File: src/rtl/fetch_unit.sv
// fetch_unit: two-entry prefetch buffer of {pc, instr} with redirect flush and FETCH/HALTED control.
// Define FETCH_PERF_CNT_EN to add the fetch_count push counter output.
module fetch_unit #(
   parameter logic [31:0] RESET_PC = 32'h0000_0000
) (
   input  logic        clk,
   input  logic        reset,
   output logic [31:0] imem_addr,
   input  logic [31:0] imem_instr,
   input  logic        redirect,
   input  logic [31:0] redirect_pc,
   input  logic        halt_req,
   output logic        out_valid,
   input  logic        out_ready,
   output logic [31:0] out_instr,
   output logic [31:0] out_pc,
   output logic        halted,
   output logic        misalign_err
`ifdef FETCH_PERF_CNT_EN
   ,
   output logic [31:0] fetch_count
`endif
);
   typedef enum logic {FETCH, HALTED} state_t;
   state_t      state_q, state_d;
   logic [31:0] pc_q, pc_d;
   logic [1:0]  count_q, count_d, count_p;
   logic [63:0] ent0_q, ent0_d, ent1_q, ent1_d;
   logic        misalign_q, misalign_d;
   logic        pop, push;
   // Entry 0 is the head; a pop shifts entry 1 down and a push lands at the post-pop tail.
   always_comb begin
      pop        = out_valid && out_ready;
      push       = state_q == FETCH && !redirect && !halt_req && (count_q < 2'd2 || pop);
      count_p    = count_q - {1'b0, pop};
      ent0_d     = (push && count_p == 2'd0) ? {pc_q, imem_instr} : pop ? ent1_q : ent0_q;
      ent1_d     = (push && count_p == 2'd1) ? {pc_q, imem_instr} : ent1_q;
      count_d    = redirect ? 2'd0 : count_p + {1'b0, push};
      pc_d       = redirect ? {redirect_pc[31:2], 2'b00} : push ? pc_q + 32'd4 : pc_q;
      state_d    = redirect ? FETCH : halt_req ? HALTED : state_q;
      misalign_d = misalign_q | (redirect & |redirect_pc[1:0]);
   end
   always_ff @(posedge clk or posedge reset)
      if (reset) begin
         state_q    <= FETCH;
         pc_q       <= RESET_PC;
         count_q    <= 2'd0;
         ent0_q     <= 64'd0;
         ent1_q     <= 64'd0;
         misalign_q <= 1'b0;
      end else begin
         state_q    <= state_d;
         pc_q       <= pc_d;
         count_q    <= count_d;
         ent0_q     <= ent0_d;
         ent1_q     <= ent1_d;
         misalign_q <= misalign_d;
      end
`ifdef FETCH_PERF_CNT_EN
   logic [31:0] fetch_count_q;
   always_ff @(posedge clk or posedge reset)
      if (reset) fetch_count_q <= 32'd0;
      else if (push) fetch_count_q <= fetch_count_q + 32'd1;
   assign fetch_count = fetch_count_q;
`endif
   assign imem_addr    = pc_q;
   assign out_valid    = count_q != 2'd0;
   assign out_pc       = ent0_q[63:32];
   assign out_instr    = ent0_q[31:0];
   assign halted       = state_q == HALTED;
   assign misalign_err = misalign_q;
endmodule

File: config.mk
export PLATFORM = sky130hd
export DESIGN_NAME = fetch_unit
export DESIGN_NICKNAME = d
export VERILOG_FILES = /design/src/rtl/fetch_unit.sv
export SDC_FILE = /design/constraint.sdc
export NUM_CORES = 1
export LEC_CHECK = 0
export ABC_AREA = 1
export BUFFER_PORTS_ARGS = -buffer_cell sky130_fd_sc_hd__buf_2
export CAP_MARGIN = 20
export CORE_UTILIZATION = 50
export DETAILED_ROUTE_END_ITERATION = 8
export GPL_TIMING_DRIVEN = 0
export PLACE_DENSITY_LB_ADDON = 0.2
export SLEW_MARGIN = 20
export SYNTH_ARGS = -nofsm -noshare
export SYNTH_HDL_FRONTEND = slang
export SYNTH_SLANG_ARGS = --single-unit
File: constraint.sdc
create_clock -name clk -period 9.3 [get_ports clk]
set_clock_uncertainty 0.05 [all_clocks]
set_input_delay 0.465 -clock clk [delete_from_list [all_inputs] [get_ports clk]]
set_output_delay 0.465 -clock clk [all_outputs]
set_load 0.1 [all_outputs]
Word level (Yosys, flattened, before mapping)
Cells that the tools add are included.
{ "classes": {"n_bitwise": 3, "mux": 7, "n_reduce_logical": 15, "n_addsub": 3, "magnitude_cmp": 1, "n_eq_ne": 1} }
{ "ops": {"columns": ["cell", "count"], "rows": [
  ["two-way mux 64 bit", 2],
  ["two-way mux 32 bit", 2],
  ["adder 32 x 3 -> 32 bit, second input constant", 1],
  ["nonzero test 2 bit", 4],
  ["logical AND 1 bit", 6],
  ["adder 2 x 1 -> 2 bit", 1],
  ["== test 2 x 1 -> 1 bit, second input constant", 1],
  ["zero test 1 bit", 2],
  ["zero test 2 bit", 1],
  ["less-than comparator 2 bit, second input constant", 1],
  ["two-way mux 1 bit", 2],
  ["two-way mux 2 bit", 1],
  ["OR reduction 2 bit", 1],
  ["subtractor 2 x 1 -> 2 bit", 1],
  ["bitwise AND 1 bit", 1],
  ["logical OR 1 bit", 1],
  ["inverter 1 bit", 1],
  ["OR 1 bit", 1]
]} }
{ "word_totals": {"input_bits": 69, "ff_bits": 164, "wordCells": 36, "out_inout_bits": 99} }

Depth between registers and ports, before layout
Gate-level depths: netlist of run 1.
{ "logic_depth": {"ltp_word": 6, "ltp_mapped": 12, "depth_no_buf": 9} }

Worst setup path after synthesis of run 1
Ideal clock, no wire load.
{ "synth_timing": {"path_type": "register to register", "start": "register pc_q[3] (netlist: imem_addr[3])", "end": "register pc_q[22] (netlist: imem_addr[22])", "slack_ps": 6974, "arrival_ps": 2157, "n_path_buf": 0, "synth_period_minus_slack_ps": 2326, "required_time_ps": 9132, "setup_time_ps": 118, "stages_incl_launch_ff": 9, "path_cell_list": "dfrtp_1 ha_1 nand2_1 nor2_2 nand2_1 nor2_2 nand3_1 nand3_1 nand2_1"} }
{ "synth_between": {"elab_chain_cells": 3} }
{ "synth_lines": {"columns": ["element", "line_no", "text"], "rows": [
  ["start: declaration", "26", "logic [31:0] pc_q, pc_d;"],
  ["start signal: assignment", "53", "pc_q <= pc_d;"],
  ["adder 32 x 3 -> 32 bit", "39", "pc_d = redirect ? {redirect_pc[31:2], 2'b00} : push ? pc_q + 32'd4 : pc_q;"],
  ["two-way mux 32 bit (2 in a row)", "39", null]
]} }
Every way passes these cells. The select of a mux whose other input is x is not followed.
A chain may end at the register's enable or synchronous reset.

Worst setup path in the final report of run 1
{ "layout_timing": {"start": "register count_q[1]", "end": "register ent0_q[20]"} }
{ "layout_between": {"elab_chain_cells": 6, "word_cells_on_any_way": 10, "cone_classes": "add/sub (1); order compare (1); mux (1); reduce/logical (7)"} }
{ "layout_lines": {"columns": ["element", "line_no", "text"], "rows": [
  ["start: declaration", "27", "logic [1:0] count_q, count_d, count_p;"],
  ["start signal: assignment", "54", "count_q <= count_d;"],
  ["nonzero test 2 bit", "67", "assign out_valid = count_q != 2'd0;"],
  ["logical AND 1 bit", "33", "pop = out_valid && out_ready;"],
  ["subtractor 2 x 1 -> 2 bit / logical OR 1 bit (equally long branches)", "35, 34", null],
  ["zero test 2 bit / logical AND 1 bit (equally long branches)", "36, 34", null],
  ["logical AND 1 bit", "36", "ent0_d = (push && count_p == 2'd0) ? {pc_q, imem_instr} : pop ? ent1_q : ent0_q;"],
  ["two-way mux 64 bit / nonzero test 2 bit (equally long branches)", null, null],
  ["end signal: assignment", "55", "ent0_q <= ent0_d;"],
  ["end: declaration", "28", "logic [63:0] ent0_q, ent0_d, ent1_q, ent1_d;"]
]} }
Several ways; a longest one is shown, not always the timed one.

==> results of run 1 <==
==> layer usage <==
| layer | up-vias | part of all wire, % | global-route usage (%) |
|---|---|---|---|
| met5 | - | 0 | 0 |
| met4 | 0 | 2.3 | 10.77 |
| met3 | 33 | 6.5 | 5.399 |
| met2 | 295 | 46 | 44.33 |
| met1 | 3339 | 45 | 38.93 |
| li1 | 3583 | - | - |
==> cell families after synthesis <==
kind of cell	synth area share, %
AO/OA/AOI/OAI	6.524
XOR/XNOR	0.4372
adder cells (fa/ha/maj)	0.4857
buffers and inverters	8.969
flip-flops	51.16
other	0.04852
AND/OR/NAND/NOR	32.38
==> worst max-delay path by stage <==
stage	from	end	slack, ns
5_1_grt	count_q[1]$_DFF_PP0_	ent0_q[44]$_DFFE_PP0P_	6.40
6_report	count_q[1]$_DFF_PP0_	ent0_q[20]$_DFFE_PP0P_	6.59
2_1_floorplan	reset	count_q[0]$_DFF_PP0_	4.52
3_3_place_gp	reset	imem_addr[24]$_DFFE_PP0P_	2.66
3_5_place_dp	out_ready	ent0_q[13]$_DFFE_PP0P_	6.49
4_1_cts	count_q[1]$_DFF_PP0_	ent0_q[20]$_DFFE_PP0P_	6.58
==> through the flow <==
| step | hold slack (ns) | utilization [%] |
|---|---|---|
| 3_5_place_dp | 0.4073 | 58.27 |
| 3_3_place_gp | 0.4059 | 58.04 |
| 2_1_floorplan | 0.4038 | - |
| 4_1_cts | 0.04979 | 61.95 |
| 5_1_grt | 0.06725 | 61.95 |
| 6_report | 0.01944 | 61.95 |
==> cell type report <==
type                            count  share of cell area, %
Inverter                           96                  3.921
Clock inverter                      6                 0.6134
Timing Repair Buffer              164                  8.988
Sequential cell                   158                  42.14
Buffer                             62                  3.547
Multi-Input combinational cell    657                  32.96
Clock buffer                       26                  5.321
Tap cell                          188                  2.507
==> power by group <==
part | switching [W] | total [W] | leakage [nW] | internal [W]
Combinational | 0.00150 | 0.00185 | 2.56 | 0.000353
Sequential | 0.000160 | 0.00110 | 2.00 | 0.000942
Clock | 0.000268 | 0.000663 | 0.274 | 0.000395
Total | 0.00193 | 0.00362 | 4.82 | 0.00169
==> state kept, by name, summed over array words and instances, names as in the netlist <==
signal	count
ent1_q	62
imem_addr	30
misalign_err	1
ent0_q	62
halted	1
count_q	2
==> synthesized netlist by cell type <==
cell / count / area (sq um)
nand3_1: 300 / 1501
nand2_1: 199 / 747.0
dfrtp_1: 158 / 3954
inv_1: 91 / 341.6
o21ai_1: 61 / 305.3
nor2_1: 37 / 138.9
clkbuf_1: 26 / 97.59
o21ai_0: 24 / 120.1
buf_2: 14 / 70.07
buf_1: 9 / 33.78
buf_6: 9 / 101.4
nor2_2: 9 / 56.30
inv_2: 5 / 18.77
o211ai_1: 5 / 37.54
buf_4: 4 / 30.03
ha_1: 3 / 37.54
a21oi_1: 2 / 10.01
nand2_2: 2 / 12.51
nand3_2: 2 / 20.02
o221ai_1: 2 / 17.52
a31oi_1: 1 / 6.260
conb_1: 1 / 3.750
nand4_1: 1 / 6.260
nor2_8: 1 / 20.02
o21bai_1: 1 / 7.510
xnor2_1: 1 / 8.760
xnor2_2: 1 / 16.27
xor2_1: 1 / 8.760
==> worst register-to-register path: stages (launching register included) <==
cell     delay [ns]
dfrtp_1        0.41
nor2_1         0.09
nor2_2         0.37
buf_2          0.33
ha_1           0.23
xnor2_2        0.14
inv_2          0.10
nor2_8         0.18
nand2_2        0.17
buf_6          0.20
buf_6          0.15
nand3_1        0.07
nand3_1        0.09
==> metrics, run 1 <==
vias in the first global route=between 7k and 8k; Tot GR Track Use=roughly 28%; Critical Path Max Stage Delay=a little over 0.4 ns; RSZ-0062 raised after global routing=no; worst r2r path cells=12; CTS HTree Levels=4; grt total ovfl=0; CP max stage cell=dfrtp_1; final setup fails=0; Critical Path Stages=12; Distinct cells, synth=28; Resized Gates After CTS=0; Cell Rows=45; Initial Util=around 51%; worst slack at placement=about 6.5 ns; #FFs+latches synth=approximately 160; nature of the critical path endpoint=flip-flop; num ports=around 170; commonest non-fill, non-tap cell in the layout=nand3_1; setup bufs post-CTS=0; Final HPWL DP=15220 um; P_leak=slightly below 5 nW; DRC Markers=0; Buf/Inv on CP=4; Non-Filler Instances=between 1k and 1.5k; Num CTS Buffers=17; routed via count=slightly above 7k; share of layout cells above drive strength 1=between 20% and 30%; Worst-Skew Late Latency=around 0.43 ns; Fillers=~1.4k; VDD IR max=around 200 uV; Root Driver=clkbuf_16; CORE AREA=about 15000 sq um; first drt pass iteration count=5; synthesized instance count=970; vias per inst=approximately 5.3; syn_area_per_cell=7.968 sq um; CTS tree=built; relative slew slack=between 50% and 60%; Detail Route Antenna Nets=0; status=completed; drt total wl=around 21000 um; PortBufs=163; first-pass GRT wire length=around 35000 um; worst min path class=in2async; fmax=368.8 MHz; Final Total Pwr=roughly 0.0036 W; CTS Hold Buffers Added=0; area occupied by multi-input gates=between 3000 and 4000 sq um; initial drt markers=588; cells along the critical path=nor2_1 > nor2_2 > buf_2 > ha_1 > xnor2_2 > inv_2 > nor2_8 > nand2_2 > buf_6 > buf_6 > nand3_1 > nand3_1; Routed WL per cell=about 16 um; placed cell areas=8826 sq um; max_cap viols=0; WP data arrival=2.96 ns; Clk pin slew, worst setup/hold paths=0.06 ns; WS Path Type=reg2reg; largest net degree at the start of global routing=91; Worst EP required=about 9.5 ns; commonest cells after routing, fill and taps aside=300 x nand3_1, 199 x nand2_1, 177 x buf_2; Synth-to-Final Area Change=21.40%; final period utilization=between 20 and 30%; final hold violation count=0; placed instance count=1325; die area=15960 sq um; Critical R2R Capture=ent0_q[20]$_DFFE_PP0P_; initial antenna violation count=0; yosys warns=0; nets=1228; Crit Path Max Fanout=10; startpoint types=flip-flop; width of the chip=roughly 130 um; Least-Margin Pin Slew=a little over 0.6 ns; Final Max Tran Viols=0; GP Congestion=between 0.9 and 1; final std cell area, no fill=9383 sq um; delay-heaviest family, CP=simple AND/OR/NAND/NOR gates; setup TNS=0 ns; Antenna diodes=0; Reg area=between 3000 and 4000 sq um; Tmin final=between 2 and 3 ns; flop2flop setup slack=about 6.6 ns; Power Density=385.5 nW/um^2; post-synthesis cell area=7729 sq um; post-synthesis sequential area ratio=around half; Clock Path Buffers=2; reg2reg start=count_q[1]$_DFF_PP0_; clock net sink count=approximately 160; DIE HEIGHT=between 100 and 150 um; min setup slack post-route=6.588 ns
No activity file was read; power rests on OpenSTA's default activity.
==> run 2: changes to the inputs <==
- ABC_AREA: 1 -> 0
- CORE_UTILIZATION: 50 -> 49
- clock period: 9.3 -> 2.25 ns (I/O delays scaled with it)
==> run 2 against run 1 <==
  * Largest cell class unchanged
  * Maximum frequency up 16%
  * The run now ends with setup timing left
  * Non-clock buffer count up 71
  * Critical endpoint is now ent1_q[45]$_DFFE_PP0P_
  * First-iteration DRC count down 29%
  * Utilization up 9.6 points
  * Sequential power rose to 4.4 times the previous value
  * Die area down 3.2%
  * Register-to-register slack worse by 6.7 ns
  * Via count down 12%
  * Design area up 11%
  * Wire length down 1.5%
  * Synthesized area down 5.1%
  * Largest power group unchanged
==> metrics, run 2 <==
#FFs+latches synth=158 (unchanged); grt total ovfl=0 (unchanged); nature of the critical path endpoint=flip-flop (unchanged); Power Density=1635 nW/um^2 (was 385.5 nW/um^2); share of layout cells above drive strength 1=37.87% (was 20.44%); EDFF count, synth=0 (unchanged); Initial Util=50.25% (was 51.03%); commonest non-fill, non-tap cell in the layout=buf_2 (was nand3_1); Cell Rows=44 (was 45); Synth-to-Final Area Change=42.34% (was 21.40%); post-synthesis sequential area ratio=53.93% (was 51.16%); cells along the critical path=or2_4 > nand2_8 > inv_4 > ha_4 > nor2_4 > nor2_4 > nor4_4 > buf_4 > buf_8 > clkbuf_16 > mux2_4 (was nor2_1 > nor2_2 > buf_2 > ha_1 > xnor2_2 > inv_2 > nor2_8 > nand2_2 > buf_6 > buf_6 > nand3_1 > nand3_1); largest net degree at the start of global routing=37 (was 91); Tot GR Track Use=27.42% (was 28.21%); area occupied by multi-input gates=3448 sq um (was 3093 sq um); fmax=428.0 MHz (was 368.8 MHz); synth top area cells=dfrtp_1 54%, mux2_2 8.9%, mux2i_1 8.6%, nor2_1 4.4%, a21oi_1 4.4% (was dfrtp_1 51%, nand3_1 19%, nand2_1 9.7%, inv_1 4.4%, o21ai_1 4.0%); final hold violation count=0 (unchanged); Tmin final=2.336 ns (was 2.712 ns); initial drt markers=416 (was 588); vias per inst=5.622 (was 5.343); Fillers=1038 (was 1417); Buf/Inv on CP=4 (unchanged); synthesized instance count=674 (was 970); syn_area_per_cell=10.88 sq um (was 7.968 sq um); Worst-Skew Late Latency=0.42 ns (was 0.43 ns); startpoint types=flip-flop (unchanged); CP max stage cell=dfrtp_1 (unchanged); Clock Path Buffers=2 (unchanged); die area=15450 sq um (was 15960 sq um); yosys warns=0 (unchanged); placed instance count=1029 (was 1325); Detail Route Antenna Nets=0 (unchanged); final std cell area, no fill=10440 sq um (was 9383 sq um); placed cell areas=8696 sq um (was 8826 sq um); post-synthesis cell area=7331 sq um (was 7729 sq um); Critical Path Max Stage Delay=0.39 ns (was 0.41 ns); nets=1017 (was 1228); Final HPWL DP=13490 um (was 15220 um); Crit Path Max Fanout=5 (was 10); asr flop ratio synth=100.0% (unchanged); Least-Margin Pin Slew=0.5985 ns (was 0.6212 ns); delay-heaviest family, CP=simple AND/OR/NAND/NOR gates (unchanged); VDD IR max=946.5 uV (was 205.1 uV); top-count cell post-synth=dfrtp_1 (was nand3_1); Synth area leader=dfrtp_1 (unchanged); Worst EP required=2.51 ns (was 9.54 ns); Num CTS Buffers=17 (unchanged); CTS tree=built (unchanged); final period utilization=103.8% (was 29.16%); commonest cells after routing, fill and taps aside=168 x buf_2, 135 x dfrtp_1, 70 x nor2_1 (was 300 x nand3_1, 199 x nand2_1, 177 x buf_2); CORE AREA=14590 sq um (was 15150 sq um); PortBufs=163 (unchanged); Distinct cells, synth=44 (was 28); Final Max Tran Viols=0 (unchanged); cell mode on critical path=nor2_4; Synth top area share=53.93% (was 51.16%); WS Path Type=reg2reg (unchanged); min setup slack post-route=-0.08644 ns (was 6.588 ns); CTS HTree Levels=4 (unchanged); failing checks=setup timing; DIE HEIGHT=124.3 um (was 126.3 um); P_leak=4.975 nW (was 4.825 nW); Non-Filler Instances=1141 (was 1357); top post-synthesis cells by count=158 x dfrtp_1, 86 x nor2_1, 64 x a21oi_1 (was 300 x nand3_1, 199 x nand2_1, 158 x dfrtp_1); num ports=168 (unchanged); first-pass GRT wire length=33730 um (was 35020 um); RSZ-0062 raised after global routing=yes (was no); first drt pass iteration count=5 (unchanged); Root Driver=clkbuf_16 (unchanged); Top FF cell, synth=dfrtp_1 (unchanged); DRC Markers=0 (unchanged); drt total wl=20840 um (was 21160 um); worst min path class=in2reg (was in2async); vias in the first global route=6525 (was 7003); fin util=71.53% (was 61.95%); initial antenna violation count=1 (was 0); clock net sink count=158 (unchanged); Clk pin slew, worst setup/hold paths=0.06 ns (about the same); Reg area=3983 sq um (was 3954 sq um); Routed WL per cell=18.27 um (was 15.60 um); WP data arrival=2.59 ns (was 2.96 ns); relative slew slack=59.80% (was 58.58%); width of the chip=124.3 um (was 126.3 um); max_cap viols=0 (unchanged); GP Congestion=0.8538 (was 0.9293); final setup fails=51 (was 0); status=complete, but fails checks (was completed); routed via count=6415 (was 7250)
[run 2: report_power, final]
| part | switching [W] | internal [W] |
|---|---|---|
| combinational | 0.00687 | 0.00268 |
| clock | 0.00110 | 0.00156 |
| sequential | 0.000747 | 0.00409 |
[run 2: timing repair]
action                     CTS  global route
cloned                       2             3
setup buffers               13             3
pin swaps                    6             5
hold buffers                66             0
hold endpoints to repair   128             0
gates resized for setup     63            55
setup endpoints to repair  127           124
[run 2: path summary, 6_finish.rpt]
path                                        start                   endpoint  slack [ns]  depth (start not counted)
min                                      redirect  imem_addr[22]$_DFFE_PP0P_        0.22                          4
max in group asynchronous                   reset     ent0_q[20]$_DFFE_PP0P_        1.15                          5
max reg2reg                  count_q[0]$_DFF_PP0_     ent1_q[45]$_DFFE_PP0P_       -0.09                         11
min in group asynchronous                   reset     ent0_q[55]$_DFFE_PP0P_        0.24                          3
max                          count_q[0]$_DFF_PP0_     ent1_q[45]$_DFFE_PP0P_       -0.09                         11
min reg2reg                misalign_err$_DFF_PP0_     misalign_err$_DFF_PP0_        0.42                          1
[run 2: metal layers]
metal | wire, um | vias to the layer above | track usage [%]
li1 | - | 2947 | -
met1 | 8994 | 3203 | 36.37
met2 | 10320 | 238 | 45.08
met3 | 1164 | 27 | 4.940
met4 | 363 | 0 | 9.922
met5 | 0 | - | 0
[run 2: worst min-delay path, delay by kind of cell]
kind | cells | cell delay (ns)
and+or+nand+nor | 1 | 0.10
buffers and inverters | 2 | 0.31
AOI/OAI and AO/OA | 1 | 0.14
[run 2: cell type report]
type | instances | share of cell area (%)
antenna | 1 | 0.02398
multi-input combinational | 462 | 33.05
timing repair buffer | 254 | 17.69
sequential | 158 | 38.17
inverter | 9 | 0.3837
clock buffer | 22 | 4.448
buffer | 43 | 3.369
clock inverter | 8 | 0.6715
tap | 184 | 2.206
[run 2: metrics by stage]
| stage | worst slack (ns) | total power, W | TNS, ns | hold WS [ns] |
|---|---|---|---|---|
| after floorplan | -0.4513 | 0.01214 | -39.48 | 0.1823 |
| after global placement | -1.006 | 0.01342 | -214.13 | 0.2819 |
| after detailed placement | -0.8894 | 0.01370 | -90.36 | 0.1170 |
| after CTS | -0.06227 | 0.01683 | -1.087 | 0.2154 |
| after global routing | -0.1598 | 0.01781 | -7.519 | 0.2638 |
| final | -0.08644 | 0.01706 | -2.173 | 0.2219 |
[run 2: kinds of logic (layout without fill, tap and decap cells)]
| group | Yosys count | in the layout | share of synthesized area (%) |
|---|---|---|---|
| other cells | 1 | 5 | 0.05115 |
| fa+ha+maj | 3 | 3 | 0.5121 |
| mux | 125 | 125 | 18.13 |
| compound gates | 113 | 113 | 8.858 |
| buf+inv | 57 | 336 | 3.482 |
| flops | 158 | 158 | 53.93 |
| xor+xnor | 9 | 9 | 1.075 |
| simple gates | 208 | 208 | 13.96 |
